### src/rtl/keypad_pkg.sv
// keypad_pkg: shared types and constants for the 4x4 keypad scanner.
// State encoding, key map and column drive patterns.
package keypad_pkg;

  typedef enum logic [1:0] {
    SCAN     = 2'd0,
    DEBOUNCE = 2'd1,
    HELD     = 2'd2
  } state_t;

  // Entry {row,col} holds the hex code; row 0 is the top row.
  localparam logic [63:0] KEYMAP = 64'hDF0E_C987_B654_A321;

  localparam logic [3:0] COL0 = 4'b1110;
  localparam logic [3:0] COL1 = 4'b1101;
  localparam logic [3:0] COL2 = 4'b1011;
  localparam logic [3:0] COL3 = 4'b0111;

  function automatic logic [3:0] key_code(
    input logic [1:0] row,
    input logic [1:0] col
  );
    logic [5:0] idx;
    idx = {row, col, 2'b00};
    return KEYMAP[idx +: 4];
  endfunction

  function automatic logic [3:0] col_drive(
    input logic [1:0] col
  );
    logic [3:0] drv;
    unique case (col)
      2'd0:    drv = COL0;
      2'd1:    drv = COL1;
      2'd2:    drv = COL2;
      default: drv = COL3;
    endcase
    return drv;
  endfunction

endpackage

### src/rtl/keypad_scanner_row_synchronizer.sv
// row_synchronizer: two-flop synchroniser for the keypad row returns.
// Idle rows are pulled high, so reset loads all ones.
module row_synchronizer (
  input  logic       clk,
  input  logic       reset,
  input  logic [3:0] d,
  output logic [3:0] q
);

  logic [3:0] meta_q;

  // Two-stage capture of the asynchronous rows.
  always_ff @(posedge clk) begin
    if (reset) begin
      meta_q <= 4'hF;
      q      <= 4'hF;
    end else begin
      meta_q <= d;
      q      <= meta_q;
    end
  end

endmodule

### src/rtl/keypad_scanner.sv
// keypad_scanner: column scan, debounce and decode of a 4x4 keypad.
// Drives a held key code plus a one-cycle press pulse.
module keypad_scanner
  import keypad_pkg::*;
#(
  parameter int SCAN_DIV       = 1000,
  parameter int DEBOUNCE_COUNT = 8
) (
  input  logic       clk,
  input  logic       reset,
  input  logic [3:0] row_in,
  output logic [3:0] col_out,
  output logic [3:0] keypad_value,
  output logic       key_valid,
  output logic       key_pressed
);

  localparam int DW = $clog2(SCAN_DIV);
  localparam int CW = $clog2(DEBOUNCE_COUNT + 1);
  localparam logic [DW-1:0] DIV_LAST = DW'(SCAN_DIV - 1);
  localparam logic [CW-1:0] CNT_LAST = CW'(DEBOUNCE_COUNT);

  logic [3:0]    row_sync;
  logic [3:0]    row_low;
  logic          is_single;
  logic [1:0]    hit_row;
  logic          match;
  logic          sample;
  logic [DW-1:0] div_q;

  state_t        state_q, state_d;
  logic [1:0]    col_q, col_d;
  logic [1:0]    cand_q, cand_d;
  logic [CW-1:0] cnt_q, cnt_d;
  logic [CW-1:0] rel_q, rel_d;
  logic [3:0]    value_q, value_d;
  logic          valid_q, valid_d;
  logic          pressed_q, pressed_d;

  row_synchronizer u_sync (
    .clk   (clk),
    .reset (reset),
    .d     (row_in),
    .q     (row_sync)
  );

  // Classify the synchronised rows as none, single or multi.
  always_comb begin
    row_low   = ~row_sync;
    is_single = 1'b1;
    hit_row   = 2'd0;
    case (row_low)
      4'b0001: hit_row = 2'd0;
      4'b0010: hit_row = 2'd1;
      4'b0100: hit_row = 2'd2;
      4'b1000: hit_row = 2'd3;
      default: is_single = 1'b0;
    endcase
    match = is_single && (hit_row == cand_q);
  end

  assign sample = (div_q == DIV_LAST);

  // Free-running dwell divider; its last count is the sample cycle.
  always_ff @(posedge clk) begin
    if (reset) begin
      div_q <= '0;
    end else if (sample) begin
      div_q <= '0;
    end else begin
      div_q <= div_q + 1'b1;
    end
  end

  // Scanner state and output registers.
  always_ff @(posedge clk) begin
    if (reset) begin
      state_q   <= SCAN;
      col_q     <= 2'd0;
      cand_q    <= 2'd0;
      cnt_q     <= '0;
      rel_q     <= '0;
      value_q   <= 4'd0;
      valid_q   <= 1'b0;
      pressed_q <= 1'b0;
    end else begin
      state_q   <= state_d;
      col_q     <= col_d;
      cand_q    <= cand_d;
      cnt_q     <= cnt_d;
      rel_q     <= rel_d;
      value_q   <= value_d;
      valid_q   <= valid_d;
      pressed_q <= pressed_d;
    end
  end

  // Next-state logic; everything moves only on a sample cycle.
  always_comb begin
    state_d   = state_q;
    col_d     = col_q;
    cand_d    = cand_q;
    cnt_d     = cnt_q;
    rel_d     = rel_q;
    value_d   = value_q;
    valid_d   = valid_q;
    pressed_d = 1'b0;
    if (sample) begin
      case (state_q)
        SCAN: begin
          if (is_single) begin
            cand_d  = hit_row;
            cnt_d   = CW'(1);
            state_d = DEBOUNCE;
          end else begin
            col_d = col_q + 2'd1;
          end
        end
        DEBOUNCE: begin
          if (match) begin
            if (cnt_q + 1'b1 == CNT_LAST) begin
              value_d   = key_code(cand_q, col_q);
              valid_d   = 1'b1;
              pressed_d = 1'b1;
              cnt_d     = '0;
              rel_d     = '0;
              state_d   = HELD;
            end else begin
              cnt_d = cnt_q + 1'b1;
            end
          end else begin
            cnt_d   = '0;
            col_d   = col_q + 2'd1;
            state_d = SCAN;
          end
        end
        HELD: begin
          if (match) begin
            rel_d = '0;
          end else if (rel_q + 1'b1 == CNT_LAST) begin
            rel_d   = '0;
            valid_d = 1'b0;
            col_d   = col_q + 2'd1;
            state_d = SCAN;
          end else begin
            rel_d = rel_q + 1'b1;
          end
        end
        default: state_d = SCAN;
      endcase
    end
  end

  assign col_out      = col_drive(col_q);
  assign keypad_value = value_q;
  assign key_valid    = valid_q;
  assign key_pressed  = pressed_q;

endmodule

### config.mk
export PLATFORM = sky130hd
export DESIGN_NAME = keypad_scanner
export DESIGN_NICKNAME = d
export VERILOG_FILES = /design/src/rtl/keypad_pkg.sv /design/src/rtl/keypad_scanner_row_synchronizer.sv /design/src/rtl/keypad_scanner.sv
export SDC_FILE = /design/constraint.sdc
export NUM_CORES = 1
export LEC_CHECK = 0
export ABC_AREA = 1
export CAP_MARGIN = 20
export CORE_MARGIN = 2
export CORE_UTILIZATION = 42
export DETAILED_ROUTE_END_ITERATION = 8
export GPL_ROUTABILITY_DRIVEN = 0
export PLACE_DENSITY = 0.67
export SLEW_MARGIN = 5
export SYNTH_ARGS = -nofsm -noshare
export SYNTH_HDL_FRONTEND = slang
export SYNTH_HIERARCHICAL = 1
export SYNTH_SLANG_ARGS = --single-unit
export TNS_END_PERCENT = 1
### constraint.sdc
create_clock -name clk -period 2 [get_ports clk]
set_clock_uncertainty 0.15 [all_clocks]
set_input_delay 0.2 -clock clk [delete_from_list [all_inputs] [get_ports clk]]
set_output_delay 0.2 -clock clk [all_outputs]
set_load 0.01 [all_outputs]
==> flow_metrics.env <==
export IMPL_fin_tns_setup_ns=0
export IMPL_die_x_microns=74.2
export IMPL_crit_top_cell="inv_1"
export IMPL_clockBufferDepth=2
export IMPL_grt_pass1_vias=1706
export IMPL_layout_min_cycle_time_ns=1.93
export IMPL_slew_headroom_pct=77.6
export IMPL_syn_avg_cell_area_sq_um=7.13
export IMPL_routedWlPerCell_microns=10.4
export IMPL_portBuffers=15
export IMPL_async_flop_share_pct=0
export IMPL_drt_first_pass_iters=4
export IMPL_ys_warn_count=6
export IMPL_outcome="finished clean"
export IMPL_hpwl_mm=2.98
export IMPL_antenna_found_initial=0
export IMPL_min_path_type="reg -> reg"
export IMPL_synth_common_cells="nand2_1 (59), nor2_1 (46), dfxtp_1 (38), inv_1 (37), nand3_1 (15)"
export IMPL_hold_viol_final=0
export IMPL_critical_path_arrival_ns=1.58
export IMPL_crit_slowest_cell="clkdlybuf4s50_1"
export IMPL_tightestPinTransition_ns=0.334
export IMPL_die_h_microns=74.2
export IMPL_grt_max_degree=16
export IMPL_numCtsBuffers=5
export IMPL_max_vdd_ir_drop_uv=424
export IMPL_grt_pass1_wl_mm=7.13
export IMPL_required_ns=1.65
export IMPL_drt_iter0_drc=63
export IMPL_crit_type="reg -> out"
export IMPL_final_nets=330
export IMPL_initial_utilization_pct=43.8
export IMPL_synth_area_sq_um=2070
export IMPL_crit_path_end_kind="primary output"
export IMPL_ys_dominant_reg_cell="dfxtp_1"
export IMPL_clkLatencyLatePin_ns=0.29
export IMPL_syn_inst=290
export IMPL_synthTopCellsByArea="dfxtp_1 (37%), nand2_1 (11%), nor2_1 (8.3%)"
export IMPL_drive_gt1_share_pct=13.1
export IMPL_coreArea_sq_um=4720
export IMPL_die_area_sq_um=5500
export IMPL_p_leak_nw=1.14
export IMPL_rsz0062_at_grt="no"
export IMPL_pwr_density_cell_nw_per_um2=580
export IMPL_drc_errors=0
export IMPL_finalSetupViolCount=0
export IMPL_row_count=25
export IMPL_grt_total_usage_pct=16.7
export IMPL_fmax_mhz=519
export IMPL_ys_ff_latch=38
export IMPL_start_kind="flop"
export IMPL_n_antenna_cell=0
export IMPL_crit_path_max_incr_delay_ns=0.52
export IMPL_ant_nets=0
export IMPL_cts_tree="done"
export IMPL_drt_vias_per_instance=4.75
export IMPL_synth_cell_types=33
export IMPL_drv_cap=0
export IMPL_num_vias=1810
export IMPL_post_cts_hold_buffer_count=0
export IMPL_io_pins=16
export IMPL_synth_edf_count=0
export IMPL_routed_wl_mm=3.95
export IMPL_clkTransAtPathRegs_ns=0.07
export IMPL_crit_fanout=7
export IMPL_cts_sinks=38
export IMPL_area_growth_pct=16.6
export IMPL_finalWorstSetupSlack_ns=0.0723
export IMPL_drv_slew=0
export IMPL_seq_area_frac_synth_pct=36.8
export IMPL_yosysMostFrequentCell="nand2_1"
export IMPL_post_route_period_util_pct=96.4
export IMPL_synth_top_area_cell="dfxtp_1"
export IMPL_pre_cts_ws_ns=0.204
export IMPL_synth_net_count=307
export IMPL_cts_htree_levels=2
export IMPL_cts_root_buffer="clkbuf_8"
export IMPL_fillers=478
export IMPL_crit_chain="inv_1 > ha_1 > inv_1 > clkdlybuf4s50_1"
export IMPL_synth_top_area_share_pct=36.8
export IMPL_grt_overflow_total=0
==> where the power goes <==
part	switching, mW	internal (mW)	total (mW)
registers	0.00693	0.768	0.774
clock network	0.256	0.278	0.534
logic	0.0551	0.0358	0.0909
total	0.318	1.08	1.40
==> worst paths after layout <==
check	startpoint	end	cells past startpoint	slack, ns
max	col_q[0]$_SDFFE_PP0P_	col_out[0]	4	0.07
min	u_sync/meta_q[2]$_SDFF_PP1_	u_sync/q[2]$_SDFF_PP1_	2	0.25
max reg2reg	cnt_q[0]$_SDFFE_PP0P_	keypad_value[1]$_SDFFE_PP0P_	8	0.17
min reg2reg	u_sync/meta_q[2]$_SDFF_PP1_	u_sync/q[2]$_SDFF_PP1_	2	0.25
==> stage by stage <==
step	hold slack (ns)	util (%)	instances	power [mW]	instance area (sq um)
3_3_place_gp	0.231	49.0	373	0.883	2310
5_1_grt	0.264	51.1	381	1.46	2410
2_1_floorplan	0.112	-	290	0.856	2070
3_5_place_dp	0.238	49.0	373	0.885	2310
4_1_cts	0.253	50.9	381	1.42	2400
6_report	0.253	51.1	381	1.40	2410
==> critical path: cells and delay by family, from the launching register on <==
kind | cells | cell delay [ns]
buffers and inverters | 3 | 0.67
adder cells (fa/ha/maj) | 1 | 0.24
flip-flops | 1 | 0.38
==> placed cells by master, fill, tap and decap left out, drive strengths merged <==
cell type,n
nand2,70
nor2,51
inv,43
dfxtp,38
o21ai,18
nand3,17
clkdlybuf4s50,15
ha,11
a21oi,11
clkbuf,7
nor3,5
a31oi,3
o21a,3
nor3b,3
buf,3
nand3b,3
nand4,3
xnor2,2
a22oi,2
clkinv,2
xor2,1
nor4,1
o211ai,1
a211oi,1
==> what timing repair did <==
item,in CTS,in global routing
setup endpoints to repair,2,4
resized for setup,1,3
setup buffers,0,0
==> registers in the layout, summed over array words and instances, names as in the netlist <==
name / cells
u_sync/q: 4
keypad_value: 4
u_sync/meta_q: 4
key_pressed: 1
div_q: 10
cand_q: 2
cnt_q: 4
col_q: 2
state_q: 2
rel_q: 4
key_valid: 1
==> layout make-up <==
type                            instances  area (sq um)  area share, %
Clock buffer                            7          86.3           3.58
Tap cell                               67          83.8           3.48
Timing Repair Buffer                   18           173           7.16
Clock inverter                          1          5.00          0.207
Sequential cell                        38           766           31.7
Multi-Input combinational cell        206          1130           47.0
Inverter                               44           165           6.85
==> cell families (layout without fill, tap and decap cells) <==
| group | Yosys count | count (layout) | synth area share [%] |
|---|---|---|---|
| flops | 38 | 38 | 36.8 |
| simple gates | 153 | 153 | 36.1 |
| fa+ha+maj | 11 | 11 | 6.65 |
| buf+inv | 46 | 70 | 8.59 |
| compound gates | 39 | 39 | 10.6 |
| xor+xnor | 3 | 3 | 1.27 |
==> routing by layer <==
layer | vias to the layer above | part of all wire [%] | GRT usage [%]
met2 | 22 | 48 | 30.3
met4 | 0 | 1.1 | 4.85
li1 | 962 | - | -
met1 | 821 | 48 | 19.3
met3 | 5 | 2.9 | 4.07
met5 | - | 0 | 0
(Power assumes the default switching activity.)
